`src/rtl/prio_arbiter.sv`:
```
// prio_arbiter: registered N-way arbiter. A grant is held until the grantee
// releases it. The priority scheme is selected at run time.
//
// Priority schemes:
//   - Fixed priority: the highest set index of req wins.
//   - Round-robin: a downward scan with wrap that starts at the pointer.
//
// Ports:
//   clk          system clock, rising edge
//   rst_n        asynchronous active-low reset
//   req[N]       request lines, one per requester
//   rr_mode      0 = fixed priority, 1 = round-robin
//                (sampled only while arbitrating)
//   rel          the current grantee releases the resource
//   grant_valid  a grant is active
//   grant_idx    index of the grantee; 0 when idle
//   grant_oh     one-hot form of grant_idx; all zeros when idle
//
// All outputs come straight from flops, so there is no combinational path
// from req to the outputs.
module prio_arbiter #(
  parameter int unsigned N  = 8,
  // Derived from N; do not override.
  parameter int unsigned IW = $clog2(N)
) (
  input  logic          clk,
  input  logic          rst_n,
  input  logic [N-1:0]  req,
  input  logic          rr_mode,
  input  logic          rel,
  output logic          grant_valid,
  output logic [IW-1:0] grant_idx,
  output logic [N-1:0]  grant_oh
);

  typedef enum logic [0:0] {StIdle, StGrant} state_e;

  state_e        r_state, w_state_d;
  logic [IW-1:0] r_ptr, w_ptr_d;
  logic          r_grant_valid, w_grant_valid_d;
  logic [IW-1:0] r_grant_idx, w_grant_idx_d;
  logic [N-1:0]  r_grant_oh, w_grant_oh_d;

  logic [IW-1:0] w_fix_idx;
  logic [IW-1:0] w_rr_idx;
  logic [IW-1:0] w_sel;
  logic          w_any_req;
  logic          w_eog;
  int            w_pos;

  assign w_any_req = |req;

  // Fixed priority: the last set bit seen in an ascending scan is the highest.
  always_comb begin
    w_fix_idx = '0;
    for (int unsigned i = 0; i < N; i++) begin
      if (req[i]) w_fix_idx = IW'(i);
    end
  end

  // Round-robin: visit the offsets from N-1 down to 0. The smallest offset
  // that has a set request is assigned last, so it wins. Offset k maps to
  // position (ptr - k) mod N. For any N, this wraps from 0 back to N-1.
  always_comb begin
    w_rr_idx = '0;
    w_pos    = 0;
    for (int k = int'(N) - 1; k >= 0; k--) begin
      w_pos = int'(r_ptr) - k;
      if (w_pos < 0) w_pos = w_pos + int'(N);
      if (req[IW'(w_pos)]) w_rr_idx = IW'(w_pos);
    end
  end

  assign w_sel = rr_mode ? w_rr_idx : w_fix_idx;

  // A grant ends when the grantee releases it or stops requesting.
  assign w_eog = rel | ~req[r_grant_idx];

  always_comb begin
    w_state_d       = r_state;
    w_ptr_d         = r_ptr;
    w_grant_valid_d = r_grant_valid;
    w_grant_idx_d   = r_grant_idx;
    w_grant_oh_d    = r_grant_oh;

    unique case (r_state)
      StIdle: begin
        if (w_any_req) begin
          w_state_d       = StGrant;
          w_grant_valid_d = 1'b1;
          w_grant_idx_d   = w_sel;
          w_grant_oh_d    = N'(1) << w_sel;
          w_ptr_d         = (w_sel == '0) ? IW'(N - 1) : w_sel - IW'(1);
        end
      end
      StGrant: begin
        if (w_eog) begin
          if (w_any_req) begin
            // Re-arbitrate among all current requests, including the old
            // grantee. The new grant follows with no idle cycle.
            w_grant_valid_d = 1'b1;
            w_grant_idx_d   = w_sel;
            w_grant_oh_d    = N'(1) << w_sel;
            w_ptr_d         = (w_sel == '0) ? IW'(N - 1) : w_sel - IW'(1);
          end else begin
            w_state_d       = StIdle;
            w_grant_valid_d = 1'b0;
            w_grant_idx_d   = '0;
            w_grant_oh_d    = '0;
          end
        end
      end
      default: begin
        w_state_d       = StIdle;
        w_grant_valid_d = 1'b0;
        w_grant_idx_d   = '0;
        w_grant_oh_d    = '0;
      end
    endcase
  end

  always_ff @(posedge clk or negedge rst_n) begin
    if (!rst_n) begin
      r_state       <= StIdle;
      r_ptr         <= IW'(N - 1);
      r_grant_valid <= 1'b0;
      r_grant_idx   <= '0;
      r_grant_oh    <= '0;
    end else begin
      r_state       <= w_state_d;
      r_ptr         <= w_ptr_d;
      r_grant_valid <= w_grant_valid_d;
      r_grant_idx   <= w_grant_idx_d;
      r_grant_oh    <= w_grant_oh_d;
    end
  end

  assign grant_valid = r_grant_valid;
  assign grant_idx   = r_grant_idx;
  assign grant_oh    = r_grant_oh;

endmodule

```
`config.mk`:
```
export PLATFORM = sky130hd
export DESIGN_NAME = prio_arbiter
export DESIGN_NICKNAME = d
export VERILOG_FILES = /design/src/rtl/prio_arbiter.sv
export SDC_FILE = /design/constraint.sdc
export NUM_CORES = 1
export LEC_CHECK = 0
export CORE_MARGIN = 5
export CORE_UTILIZATION = 55
export DETAILED_ROUTE_END_ITERATION = 10
export GPL_ROUTABILITY_DRIVEN = 0
export GPL_TIMING_DRIVEN = 0
export PLACE_DENSITY = 0.8
export SYNTH_ARGS = -nofsm -noshare
export SYNTH_HDL_FRONTEND = slang
export SYNTH_SLANG_ARGS = --single-unit
export TNS_END_PERCENT = 50
```
`constraint.sdc`:
```
create_clock -name clk -period 9.74 [get_ports clk]
set_input_delay 0.974 -clock clk [delete_from_list [all_inputs] [get_ports clk]]
set_output_delay 0.974 -clock clk [all_outputs]
set_load 0.05 [all_outputs]
```
==> key figures <==
Min path
  • Hold path endpoint: grant_oh[1]
  • Min-Delay Startpoint: grant_oh[1]
  • Min-Delay Path Class: reg -> reg
  • Hold depth: 2

Synth
  • FFs w/ async S/R, synth: between 90% and 100%
  • Syn Nets: ~210
  • Post-synthesis cell type count: 57
  • Synthesized area: 0.001808 mm²
  • #FFs+latches synth: 16
  • Post-synthesis cell count: 195
  • Top cells by count, synth: nand2_1, mux2i_1, dfrtp_1, inv_1
  • Avg Cell Area, Syn: around 9 µm²
  • Register area share after synthesis: between 20% and 30%
  • Share of the synthesized area in the top cell type: around 18%
  • Post-synth EDFFs: 0
  • Main area contributors after synthesis: dfrtp_1, mux4_2, mux2i_1, ha_1, dfstp_2
  • Cell taking the most area after synthesis: dfrtp_1
  • Syn. warnings: 0
  • Main synth FF type: dfrtp_1
  • Most frequent cell after synthesis: nand2_1

Clocking
  • Cts hold-fix bufs: 0
  • Clock sink total: 16
  • CTS buffer count: 3
  • Clock Tree Buf Depth: 2
  • CTS resizes: 0
  • Skew-Pair Late Insertion Delay: 280 ps
  • Htree depth: 1
  • Reg clk slew, reported paths: ~90 ps
  • CTS Root Cell: clkbuf_4
  • CTS tree: done
  • Post-CTS Setup Inserts: 0

Routing
  • DRC viols: 0
  • Via density per instance: between 6 and 7
  • DR iter-0 viols: approximately 200
  • DR pass1 iterations: 5
  • Antenna Nets Post-Route: 0
  • Vias: around 1.8k
  • Final wirelength: around 5 mm
  • Wire length per cell: ~19 µm

Global route
  • Grt ovf: 0
  • Vias in the first global route: 1802
  • Gr usage total: about a quarter
  • First-pass GRT wire length: roughly 8.5 mm
  • Pin count of the biggest net entering global routing: 17
  • Antenna violations before repair: 0

Die
  • Die area: approximately 0.0045 mm²
  • Die Ht: just under 70 µm
  • Initial core utilization: just under 60%
  • Rows: 20
  • Die Width: around 67 µm
  • I/O pin count: 24
  • Core area: a little over 0.003 mm²

Final layout
  • Non-Filler Instances: roughly 260
  • Nets@finish: about 240
  • Share of layout cells above drive strength 1: between 10% and 20%
  • Final Cell Area: about 0.0021 mm²
  • # diodes: 0
  • Synthesis-to-layout area growth: 15.57%

STA
  • Setup violations, final: 0
  • RSZ-0062 raised after global routing: no
  • Fin. Hold Viols: 0
  • Worst Tran Pin Value: about 670 ps
  • Clk_skew: roughly 3.8 ps
  • Fmax: roughly 230 MHz
  • Slew Limit Fails: 0
  • Max transition margin: between 50% and 60%
  • Hold Worst Slack: slightly below 500 ps
  • Minimum clock period: 4303 ps
  • Final setup TNS: 0 ps
  • Period utilization: ~44%

Setup path
  • Worst Path Buf+Inv: 4
  • Crit path capture type: flip-flop
  • R2R Path End: grant_oh[4]
  • Reg2reg setup slack: around 5400 ps
  • Worst R2R Path Depth: 13
  • Critical path depth: 13
  • Reg2reg start: r_ptr[1]
  • Worst path cell trace: buf_6, buf_2, inv_1, ha_1, buf_2, mux4_2, mux2_4, a311o_1, a31o_1, a41o_1, ha_1, ha_1, a22o_1
  • Slowest CP cell: dfstp_2
  • CP Data Arrival Time: around 4500 ps
  • CP top delay family: compound AO/OA/AOI/OAI gates
  • Peak per-stage delay on the critical path: a little over 600 ps
  • Startpoint Class: flip-flop
  • CP Class: reg -> reg
  • Max Fanout on Critical Path: 10
  • Most common cell on crit path: ha_1
  • CP Data Required Time: about 9900 ps

Place
  • Port Buf Inserts: 19
  • Placement Cell Area: just over 0.002 mm²
  • Post-DP HPWL: 3.804 mm
  • Dpl cells: roughly 260

Run
  • Max-cap violations: 0

Pwr
  • Pleak: between 0.8 and 0.9 nW
  • Total Power: 0.8675 mW
  • PD cells: between 400 and 500 mW/mm²
  • Worst IR Drop VDD: 0.0002298 V

Outcome
  • Outcome: complete, no violations
-- how the worst max path moves through the flow --
stage	slack, ps	endpoint	startpoint
after global placement	5590	grant_oh[4]	r_ptr[1]
final	5440	grant_oh[4]	r_ptr[1]
after global routing	5230	grant_oh[4]	r_ptr[1]
after floorplan	5990	grant_oh[4]	r_ptr[1]
after CTS	5480	r_ptr[2]	r_ptr[1]
after detailed placement	5490	grant_oh[4]	r_ptr[1]
-- layer usage --
layer | part of all wire (%) | routed length (µm) | global-route usage (%)
met5 | 0 | 0 | 0
met4 | 2.6 | 132 | 4.810
met3 | 9.2 | 457 | 4.659
met2 | 47 | 2326 | 40.12
met1 | 42 | 2078 | 32.67
-- worst register-to-register path: stages (launching register included) --
cell	delay [ps]
dfstp_2	620
buf_6	170
buf_2	240
inv_1	190
ha_1	450
buf_2	320
mux4_2	450
mux2_4	300
a311o_1	350
a31o_1	190
a41o_1	300
ha_1	230
ha_1	200
a22o_1	200
-- logic make-up (layout without fill, tap and decap cells) --
logic type | count (synthesis) | count (layout) | share of synthesized area (%)
and+or+nand+nor | 50 | 50 | 13.56
xor gates and xnor gates | 3 | 3 | 1.454
DFF | 16 | 16 | 22.35
muxes | 32 | 32 | 27.47
AOI/OAI and AO/OA | 55 | 55 | 22.08
adders and majority gates | 7 | 7 | 4.844
buffers and inverters | 32 | 55 | 8.235
-- layout by cell type, fill, tap and decap left out, types with 4 or more instances in the layout --
master / count
a21oi_1: 6
dfrtp_1: 13
nor2_1: 10
mux4_2: 11
mux2_2: 4
mux2i_1: 14
o21ai_0: 11
clkdlybuf4s50_1: 19
buf_2: 10
a22oi_1: 4
nand2_1: 18
inv_1: 13
ha_1: 7
nand3_1: 4
clkbuf_1: 5
o211ai_1: 4
-- final cells by class --
type / count / area [µm²]
tap: 44 / 55.05
buffer: 18 / 96.34
clock buffer: 4 / 36.28
sequential: 16 / 404.1
fill: 276 / 1013
inverter: 14 / 52.55
multi-input combinational: 147 / 1255
timing repair buffer: 19 / 190.2
-- metrics by stage --
step / util (%) / setup slack [ps]
final: 67.34 / 5437
after global routing: 67.34 / 5233
after CTS: 67.34 / 5476
after detailed placement: 66.17 / 5495
after global placement: 66.17 / 5587
after floorplan: - / 5990
-- sequential cells by signal, indices dropped and copies added, names as in the netlist --
register / count
grant_oh: 8
grant_idx: 3
r_ptr: 3
grant_valid: 1
r_state: 1
-- power breakdown --
part | switching [mW] | total, mW | internal (mW)
registers | 0.0222 | 0.121 | 0.0990
clock network | 0.0207 | 0.0434 | 0.0228
logic | 0.406 | 0.703 | 0.297
total | 0.449 | 0.867 | 0.419
(Power assumes the default switching activity.)
